File: config.mk
export PLATFORM = sky130hd
export DESIGN_NAME = adc_capture_ctrl
export DESIGN_NICKNAME = d
export VERILOG_FILES = /design/src/rtl/adc_capture_pkg.sv /design/src/rtl/adc_sync_fifo.sv /design/src/rtl/adc_capture_ctrl.sv
export SDC_FILE = /design/constraint.sdc
export NUM_CORES = 1
export LEC_CHECK = 0
export CAP_MARGIN = 10
export CORE_UTILIZATION = 30
export DETAILED_ROUTE_END_ITERATION = 7
export GPL_TIMING_DRIVEN = 0
export HOLD_SLACK_MARGIN = 0.15
export MAX_ROUTING_LAYER = met4
export PLACE_DENSITY = 0.56
export SLEW_MARGIN = 10
export SYNTH_ARGS = -nofsm -noshare
export SYNTH_HDL_FRONTEND = slang
export SYNTH_SLANG_ARGS = --single-unit
File: constraint.sdc
create_clock -name clk -period 8.8 [get_ports clk]
set_clock_uncertainty 0.15 [all_clocks]
set_input_delay 0.88 -clock clk [delete_from_list [all_inputs] [get_ports clk]]
set_output_delay 0.88 -clock clk [all_outputs]
set_load 0.01 [all_outputs]
File: src/rtl/adc_capture_pkg.sv
// Shared types and helpers for the ADC capture controller.
package adc_capture_pkg;

    typedef enum logic [1:0] {
        IDLE,
        ARMED,
        CAPTURE,
        DRAIN
    } state_e;

    // FIFO entry layout: {last, or[CHANNELS-1:0], data[CHANNELS*BIT_WIDTH-1:0]}
    function automatic int entry_width(input int channels, input int bit_width);
        return channels * (bit_width + 1) + 1;
    endfunction

endpackage

File: src/rtl/adc_sync_fifo.sv
// Synchronous first-word-fall-through FIFO with flush; pointers carry an extra
// wrap bit so full and empty are distinguished without a counter.
module adc_sync_fifo #(
    parameter int WIDTH = 8,
    parameter int DEPTH = 16
) (
    input  logic             clk,
    input  logic             rst,
    input  logic             flush,
    input  logic             push,
    input  logic [WIDTH-1:0] wr_data,
    input  logic             pop,
    output logic [WIDTH-1:0] rd_data,
    output logic             full,
    output logic             empty
);

    localparam int AW = $clog2(DEPTH);

    logic [WIDTH-1:0] mem_q [DEPTH];
    logic [AW:0]      wr_ptr_q, wr_ptr_d;
    logic [AW:0]      rd_ptr_q, rd_ptr_d;
    logic             do_push, do_pop;

    assign empty   = (wr_ptr_q == rd_ptr_q);
    assign full    = (wr_ptr_q[AW] != rd_ptr_q[AW]) &&
                     (wr_ptr_q[AW-1:0] == rd_ptr_q[AW-1:0]);
    // Full is judged before any same-cycle pop, so a push into a full FIFO is lost.
    assign do_push = push && !full && !flush;
    assign do_pop  = pop && !empty && !flush;

    // Head is masked while empty so the stream shows zeros instead of stale data.
    assign rd_data = empty ? '0 : mem_q[rd_ptr_q[AW-1:0]];

    always_comb begin
        // NOTE: every always_comb output gets a default first so no latch is inferred.
        wr_ptr_d = wr_ptr_q;
        rd_ptr_d = rd_ptr_q;
        if (flush) begin
            wr_ptr_d = '0;
            rd_ptr_d = '0;
        end else begin
            if (do_push) wr_ptr_d = wr_ptr_q + (AW+1)'(1);
            if (do_pop)  rd_ptr_d = rd_ptr_q + (AW+1)'(1);
        end
    end

    always_ff @(posedge clk or posedge rst) begin
        if (rst) begin
            wr_ptr_q <= '0;
            rd_ptr_q <= '0;
        end else begin
            wr_ptr_q <= wr_ptr_d;
            rd_ptr_q <= rd_ptr_d;
        end
    end

    // NOTE: storage has no reset; the pointers alone define which entries are valid.
    always_ff @(posedge clk) begin
        if (do_push) mem_q[wr_ptr_q[AW-1:0]] <= wr_data;
    end

endmodule

File: src/rtl/adc_capture_ctrl.sv
// Multi-channel ADC capture controller: input pipeline, armed/triggered
// decimated capture, overrange tracking and a FWFT valid/ready output stream.
module adc_capture_ctrl
    import adc_capture_pkg::*;
#(
    parameter int BIT_WIDTH   = 14,
    parameter int CHANNELS    = 2,
    parameter int FIFO_DEPTH  = 16,
    parameter int CNT_WIDTH   = 16,
    parameter int DECIM_WIDTH = 8
) (
    input  logic                          clk,
    input  logic                          rst,
    input  logic [CHANNELS*BIT_WIDTH-1:0] adc_data,
    input  logic [CHANNELS-1:0]           adc_or,
    output logic                          adc_enable_n,
    input  logic                          arm,
    input  logic                          trig,
    input  logic                          abort,
    input  logic [CNT_WIDTH-1:0]          n_samples,
    input  logic [DECIM_WIDTH-1:0]        decim,
    input  logic                          or_clear,
    output logic                          busy,
    output logic                          done,
    output logic [CHANNELS-1:0]           or_sticky,
    output logic                          overflow,
    output logic [CHANNELS*BIT_WIDTH-1:0] out_data,
    output logic [CHANNELS-1:0]           out_or,
    output logic                          out_last,
    output logic                          out_valid,
    input  logic                          out_ready
);

    localparam int DW = CHANNELS * BIT_WIDTH;
    localparam int EW = entry_width(CHANNELS, BIT_WIDTH);

    logic [DW-1:0]          s1_data_q, s2_data_q;
    logic [CHANNELS-1:0]    s1_or_q, s2_or_q;
    logic                   en_n_q;
    state_e                 state_q, state_d;
    logic [CNT_WIDTH-1:0]   n_samples_q, n_samples_d;
    logic [CNT_WIDTH-1:0]   sample_cnt_q, sample_cnt_d;
    logic [DECIM_WIDTH-1:0] decim_q, decim_d;
    logic [DECIM_WIDTH-1:0] decim_cnt_q, decim_cnt_d;
    logic [CHANNELS-1:0]    or_sticky_q, or_sticky_d;
    logic                   overflow_q, overflow_d;
    logic                   done_q, done_d;
    logic                   last_dropped_q, last_dropped_d;

    logic                   keep, is_last;
    logic                   fifo_push, fifo_pop, fifo_flush, fifo_full, fifo_empty;
    logic                   push_last;
    logic [EW-1:0]          fifo_head;

    assign keep    = (state_q == CAPTURE) && (decim_cnt_q == '0) && !abort;
    assign is_last = (sample_cnt_q == n_samples_q - CNT_WIDTH'(1));

    always_comb begin
        state_d        = state_q;
        n_samples_d    = n_samples_q;
        decim_d        = decim_q;
        sample_cnt_d   = sample_cnt_q;
        decim_cnt_d    = decim_cnt_q;
        last_dropped_d = last_dropped_q;
        done_d         = 1'b0;
        fifo_push      = 1'b0;
        fifo_flush     = 1'b0;
        push_last      = 1'b0;

        unique case (state_q)
            IDLE: begin
                if (arm && n_samples != '0) begin
                    n_samples_d  = n_samples;
                    decim_d      = decim;
                    sample_cnt_d = '0;
                    decim_cnt_d  = '0;
                    state_d      = ARMED;
                end
            end
            ARMED: begin
                if (trig) state_d = CAPTURE;
            end
            CAPTURE: begin
                decim_cnt_d = (decim_cnt_q == decim_q) ? '0 : decim_cnt_q + DECIM_WIDTH'(1);
                if (keep) begin
                    sample_cnt_d = sample_cnt_q + CNT_WIDTH'(1);
                    fifo_push    = 1'b1;
                    push_last    = is_last;
                    if (is_last) begin
                        last_dropped_d = fifo_full;
                        state_d        = DRAIN;
                    end
                end
            end
            DRAIN: begin
                // A dropped final sample never reaches the head, so drain to empty instead.
                if (last_dropped_q ? fifo_empty : (fifo_pop && fifo_head[EW-1])) begin
                    done_d  = 1'b1;
                    state_d = IDLE;
                end
            end
            default: state_d = IDLE;
        endcase

        if (abort) begin
            state_d    = IDLE;
            fifo_flush = 1'b1;
            fifo_push  = 1'b0;
            done_d     = 1'b0;
        end

        // A set event in the same cycle as or_clear wins.
        or_sticky_d = (or_clear ? '0 : or_sticky_q) | (keep ? s2_or_q : '0);
        overflow_d  = (or_clear ? 1'b0 : overflow_q) | (keep && fifo_full);
    end

    always_ff @(posedge clk or posedge rst) begin
        if (rst) begin
            s1_data_q      <= '0;
            s2_data_q      <= '0;
            s1_or_q        <= '0;
            s2_or_q        <= '0;
            en_n_q         <= 1'b1;
            state_q        <= IDLE;
            n_samples_q    <= '0;
            decim_q        <= '0;
            sample_cnt_q   <= '0;
            decim_cnt_q    <= '0;
            or_sticky_q    <= '0;
            overflow_q     <= 1'b0;
            done_q         <= 1'b0;
            last_dropped_q <= 1'b0;
        end else begin
            s1_data_q      <= adc_data;
            s2_data_q      <= s1_data_q;
            s1_or_q        <= adc_or;
            s2_or_q        <= s1_or_q;
            en_n_q         <= 1'b0;
            state_q        <= state_d;
            n_samples_q    <= n_samples_d;
            decim_q        <= decim_d;
            sample_cnt_q   <= sample_cnt_d;
            decim_cnt_q    <= decim_cnt_d;
            or_sticky_q    <= or_sticky_d;
            overflow_q     <= overflow_d;
            done_q         <= done_d;
            last_dropped_q <= last_dropped_d;
        end
    end

    adc_sync_fifo #(
        .WIDTH (EW),
        .DEPTH (FIFO_DEPTH)
    ) u_fifo (
        .clk     (clk),
        .rst     (rst),
        .flush   (fifo_flush),
        .push    (fifo_push),
        .wr_data ({push_last, s2_or_q, s2_data_q}),
        .pop     (fifo_pop),
        .rd_data (fifo_head),
        .full    (fifo_full),
        .empty   (fifo_empty)
    );

    assign fifo_pop     = out_valid && out_ready;
    assign out_valid    = !fifo_empty;
    assign out_last     = fifo_head[EW-1];
    assign out_or       = fifo_head[DW +: CHANNELS];
    assign out_data     = fifo_head[DW-1:0];
    assign adc_enable_n = en_n_q;
    assign busy         = (state_q != IDLE);
    assign done         = done_q;
    assign or_sticky    = or_sticky_q;
    assign overflow     = overflow_q;

endmodule

# Word-level counts from Yosys, hierarchy flattened
# Memories as Yosys holds them, arrays and structs flattened.
# Index checks and enable logic that the tools add are counted.
[op_classes] muxes=33 n_bitwise=2 add_sub_neg=5 reduce_logical=27 n_eq_ne=15
[op_table] operator="two-way mux 16 bit" n=2
[op_table] operator="case mux 16 bit (2 select lines)" n=1
[op_table] operator="two-way mux 31 bit" n=1
[op_table] operator="two-way mux 5 bit" n=4
[op_table] operator="adder 16 x 1 -> 16 bit, second input constant" n=1
[op_table] operator="== test 16 bit" n=1
[op_table] operator="two-way mux 2 bit" n=8
[op_table] operator="two-way mux 8 bit" n=2
[op_table] operator="case mux 8 bit (2 select lines)" n=1
[op_table] operator="nonzero test 16 bit" n=1
[op_table] operator="subtractor 16 x 1 -> 16 bit, second input constant" n=1
[op_table] operator="inequality test 3 bit, second input constant" n=5
[op_table] operator="two-way mux 1 bit" n=13
[op_table] operator="logical AND 1 bit" n=11
[op_table] operator="adder 5 x 1 -> 5 bit, second input constant" n=2
[op_table] operator="adder 8 x 1 -> 8 bit, second input constant" n=1
[op_table] operator="== test 8 bit" n=1
[op_table] operator="zero test 8 bit" n=1
[op_table] operator="case mux 2 bit (4 select lines)" n=1
[op_table] operator="nonzero test 2 bit" n=4
[op_table] operator="AND reduction 3 bit" n=2
[op_table] operator="== test 5 bit" n=1
[op_table] operator="AND reduction 5 bit" n=1
[op_table] operator="== test 2 bit, second input constant" n=2
[op_table] operator="other kinds (9)" n=14
[word_totals] mem_bits_rw=496 in_bits=61 out_inout_bits=38 n_memories=1 register_bits=126 word_cells=99
[memory_table] name="u_fifo.mem_q" depth=16 width=31 read_ports=1 rd_ports_with_merged_regs=0 write_ports=1 line_no="adc_sync_fifo.sv:20" text="logic [WIDTH-1:0] mem_q [DEPTH];"

# Logic depth before layout (Yosys ltp)
[logic_depth] ltp_word=10 mapped_depth=10 mapped_depth_nobuf=9

# Hierarchy
# A second synthesis with hierarchy kept.
[hier_totals] cells_unflattened=1265 area_unflattened_um2=24481.0
[modules_own_cells] module="adc_sync_fifo" n_inst=1 seq_area_each_um2=15144.5 cells_each=869 area_each_um2=19628.8
[modules_own_cells] module="adc_capture_ctrl" n_inst=1 seq_area_each_um2=2904.0 cells_each=396 area_each_um2=4852.2

# Worst setup path after synthesis
# No wires, ideal clock.
[synth_timing] kind="in2reg" start="input abort" end="memory u_fifo.mem_q[3][0] (netlist name) (enable)" cell_stages=5 setup_slack_ns=4.345 n_path_buf=0 t_required_ns=8.192 setup_time_ns=0.458 t_arrival_ns=3.847 path_cell_list="inv_1 nand4_1 nor2_1 nand2_1 nor3_1"
[synth_via] elab_chain_len=9 word_cells_on_any_way=11 cone_classes="mux (6); reduce/logical (5)"
[synth_lines] element="start, declared" line_no="adc_capture_ctrl.sv:19" text="input logic abort,"
[synth_lines] element="zero test 1 bit" line_no="adc_capture_ctrl.sv:55" text="assign keep = (state_q == CAPTURE) && (decim_cnt_q == '0) && !abort;"
[synth_lines] element="logical AND 1 bit" line_no="adc_capture_ctrl.sv:55"
[synth_lines] element="two-way mux 1 bit" line_no="adc_capture_ctrl.sv:85" text="if (keep) begin"
[synth_lines] element="two-way mux 1 bit" line_no="adc_capture_ctrl.sv:70" text="unique case (state_q)"
[synth_lines] element="two-way mux 1 bit" line_no="adc_capture_ctrl.sv:105" text="if (abort) begin"
[synth_lines] element="logical AND 1 bit" line_no="adc_sync_fifo.sv:29" text="assign do_push = push && !full && !flush;"
[synth_lines] element="logical AND 1 bit (*)" line_no="adc_sync_fifo.sv:29"
[synth_lines] element="two-way mux 1 bit (*)" line_no="adc_sync_fifo.sv:60" text="if (do_push) mem_q[wr_ptr_q[AW-1:0]] <= wr_data;"
[synth_lines] element="two-way mux 1 bit (not written as such) (*)" line_no="adc_sync_fifo.sv:60"
[synth_lines] element="end, declared" line_no="adc_sync_fifo.sv:20"
# Every way passes the cells marked *; elsewhere a longest branch is shown, timed or not.

# Worst setup path in the final report
[layout_timing] start="register u_fifo.rd_ptr_q[0]" end="output out_data[10]"
[layout_via] elab_chain_len=2 word_cells_on_any_way=3 cone_classes="eq/ne (1); mux (1); memory (1)"
[layout_lines] element="start, declared" line_no="adc_sync_fifo.sv:22" text="logic [AW:0] rd_ptr_q, rd_ptr_d;"
[layout_lines] element="start signal, assigned" line_no="adc_sync_fifo.sv:54" text="rd_ptr_q <= rd_ptr_d;"
[layout_lines] element="memory (16 x 31 bit) or == test 5 bit (tied branches)"
[layout_lines] element="two-way mux 31 bit (*)" line_no="adc_sync_fifo.sv:33" text="assign rd_data = empty ? '0 : mem_q[rd_ptr_q[AW-1:0]];"
[layout_lines] element="end, declared" line_no="adc_capture_ctrl.sv:27" text="output logic [CHANNELS*BIT_WIDTH-1:0] out_data,"
# Marked as above.

==> flow_metrics.env <==
export IMPL_detail_route_vias_per_cell=4.82
export IMPL_tightest_slew_ns=1.17
export IMPL_num_rows=104
export IMPL_fill_cells=7396
export IMPL_worstPathRequired_ns=7.77
export IMPL_slew_violations=0
export IMPL_hold_class="register to register"
export IMPL_drt_wirelength_per_cell_um=22.6
export IMPL_synth_edff_count=496
export IMPL_grt_antenna_before_repair=1
export IMPL_first_iter_violations=1055
export IMPL_nets=1519
export IMPL_r2r_cells=8
export IMPL_path_cells="buf_2 -> buf_1 -> buf_1 -> mux4_2 -> mux4_2 -> nor2b_1 -> clkdlybuf4s50_1"
export IMPL_synth_distinct_cells=55
export IMPL_wl_met1_mm=24.0
export IMPL_io_pins=99
export IMPL_cp_start_kind="register"
export IMPL_cts_resized=0
export IMPL_period_needed_ns=5.58
export IMPL_netlist_instances=1234
export IMPL_area_growth_pct=22.2
export IMPL_postPlaceCellArea_um2=27600
export IMPL_clkTransAtPathRegs_ns=0.06
export IMPL_clockRootBuffer="clkbuf_16"
export IMPL_synth_area_leaders="edfxtp_1 61%, mux4_2 14%, dfrtp_1 13%"
export IMPL_dr_max_layer_used="met4"
export IMPL_crit_fanout=10
export IMPL_die_width_um=287
export IMPL_fin_cells=2560
export IMPL_dieArea_um2=82400
export IMPL_antenna_left=0
export IMPL_drt_wl_total_mm=58.0
export IMPL_cts_tree="built"
export IMPL_cts_made_buffers=68
export IMPL_p_leak_nw=9.54
export IMPL_layout_drive_gt1_share_pct=24.0
export IMPL_slew_headroom_pct=22.3
export IMPL_drc=0
export IMPL_synth_fp_nets=1308
export IMPL_finalCritPeriodShare_pct=63.4
export IMPL_synth_top_area_share_pct=61.1
export IMPL_cp_arrival_ns=4.55
export IMPL_initial_core_util_pct=30.3
export IMPL_hold_path_depth=0
export IMPL_crit_slowest_cell="buf_1"
export IMPL_path_class="register to primary output"
export IMPL_clock_fmax_mhz=179
export IMPL_vias=12300
export IMPL_htreeDepth=3
export IMPL_gp_congestion=0.793
export IMPL_synth_area_um2=24400
export IMPL_ctsLongestPathBuffers=3
export IMPL_dp_slack_ns=3.71
export IMPL_synth_warnings=0
export IMPL_ir_drop_mv=0.131
export IMPL_globalRouteTotalUtil_pct=14.8
export IMPL_async_reset_ff_share_pct=20.3
export IMPL_maxCapViolations=0
export IMPL_syn_avg_cell_area_um2=19.8
export IMPL_final_setup_viol_count=0
export IMPL_max_stage_delay_ns=0.89
export IMPL_synth_ff_type="edfxtp_1"
export IMPL_grt_pass1_wl_mm=86.4
export IMPL_rsz0062_at_grt="false"
export IMPL_firstDrtPassIters=5
export IMPL_core_region_area_um2=80400
export IMPL_critPathCaptureType="primary output"
export IMPL_synth_yosys_seq_area_share_pct=74.0
export IMPL_post_cts_setup_buffers=0
export IMPL_clock_sinks=622
export IMPL_diodes=0
export IMPL_dp_cells=2434
export IMPL_grt_max_degree=101
export IMPL_design_area_um2=29800
export IMPL_grt_pass1_vias=13100
export IMPL_route_met3_wl_mm=3.53
export IMPL_timing_final_ws_setup_ns=3.22
export IMPL_hold_viol_final=0
export IMPL_insertion_delay_ns=0.61
export IMPL_io_buffer_count=98
export IMPL_holdBufCountCts=0
export IMPL_die_y_um=287
export IMPL_final_util_pct=37.1
export IMPL_yosys_register_bits=622
export IMPL_synth_top_cell_by_area="edfxtp_1"
export IMPL_gr_total_overflow=0
export IMPL_status="complete, no violations"
export IMPL_powerDensity_nw_per_um2=257
export IMPL_post_dp_hpwl_mm=37.4
export IMPL_met2_length_mm=29.0
[sequential cells by signal, indices dropped and copies added, names as in the netlist]
signal,flops
adc_enable_n,1
decim_cnt_q,8
decim_q,8
done,1
last_dropped_q,1
n_samples_q,16
or_sticky,2
overflow,1
s1_data_q,28
s1_or_q,2
s2_data_q,28
s2_or_q,2
sample_cnt_q,16
state_q,2
u_fifo.mem_q,496
u_fifo.rd_ptr_q,5
u_fifo.wr_ptr_q,5
[layout make-up]
| cell class | count | area (µm²) | area share [%] |
|---|---|---|---|
| clock inverter | 34 | 305 | 1.02 |
| tap | 1060 | 1330 | 4.45 |
| inverter | 24 | 97.6 | 0.327 |
| multi-input combinational | 532 | 6130 | 20.6 |
| timing repair buffer | 141 | 1760 | 5.90 |
| sequential | 622 | 18000 | 60.6 |
| clock buffer | 91 | 1900 | 6.38 |
| buffer | 56 | 230 | 0.773 |
[metrics by stage]
step           setup TNS (ns)  power, mW  hold WS (ns)
2_1_floorplan               0       4.41         0.181
3_3_place_gp            -1.05       4.92         0.185
3_5_place_dp                0       4.96         0.185
4_1_cts                     0       7.79         0.199
5_1_grt                     0       8.01         0.205
6_report                    0       7.67         0.196
[layout by cell type (no fill, tap or decap), drive strengths merged, types with 2 or more instances in the layout]
cell type      netlist  routed
nor2b               38      38
o211ai               4       4
mux4               154     154
clkbuf              31     123
dfrtp              125     125
or4                  2       2
nand3               13      13
and2                 4       4
mux2                28      28
and3                 5       5
clkinv               0      22
inv                 24      30
or3                 10      10
xnor2               30      30
o21ai               33      33
clkdlybuf4s50        0      98
a31oi                6       6
bufinv               0       4
mux2i               10      10
nor3b                2       2
a31o                 2       2
edfxtp             496     496
xor2                13      13
buf                 25      67
nand2b               4       4
ha                  13      13
nor3                13      13
o2111ai              2       2
nand4               15      15
a21oi               16      16
o31ai                4       4
clkinvlp             0       2
nand2               39      39
nor4                12      12
nor2                43      43
[routing by layer]
metal | GRT usage, % | up-vias
li1 | - | 5397
met1 | 18.8 | 6489
met2 | 24.0 | 362
met3 | 3.06 | 98
met4 | 4.27 | 0
met5 | - | -
[cell families after synthesis]
logic type	synth area share, %
flops	74.0
simple gates	4.65
mux	15.9
buf+inv	1.31
compound gates	1.87
xor+xnor	1.54
fa+ha+maj	0.667
other cells	0.0154
[synthesized netlist by cell type, types with 5 or more instances]
cell type  instances
edfxtp_1         496
ha_1              13
nor2_1            43
mux2_2            28
mux2i_1           10
dfrtp_1          125
nand2_1           39
buf_1             20
nor2b_1           38
and3_1             5
o21ai_0           32
nor4_1             9
nand3_1           13
or3_1             10
mux4_2           154
nand4_1           15
a21oi_1           16
clkbuf_1          31
nor3_1            13
inv_1             24
xnor2_1           30
xor2_1            13
a31oi_1            6
[worst paths after layout]
check | slack [ns] | to | start
worst max-delay path | 3.22 | out_data[10] | u_fifo.rd_ptr_q[0]
worst min-delay path | 0.20 | s2_data_q[17] | s1_data_q[17]
worst max register to register | 5.00 | u_fifo.mem_q[1][18] | decim_cnt_q[2]
worst min register to register | 0.20 | s2_data_q[17] | s1_data_q[17]
max in group asynchronous | 7.18 | s2_data_q[18] | rst
min in group asynchronous | 0.49 | s1_data_q[6] | rst
[report_power, final]
part | total, mW | switching (mW) | internal, mW
clock | 2.81 | 1.16 | 1.65
combinational | 1.47 | 0.744 | 0.723
sequential | 3.39 | 0.113 | 3.28
[critical path, delay by kind of cell (launching register included)]
| family | cells | cell delay, ns |
|---|---|---|
| buffers and inverters | 4 | 2.28 |
| and+or+nand+nor | 1 | 0.22 |
| muxes | 2 | 1.06 |
| DFF | 1 | 0.35 |
(Power assumes the default switching activity.)
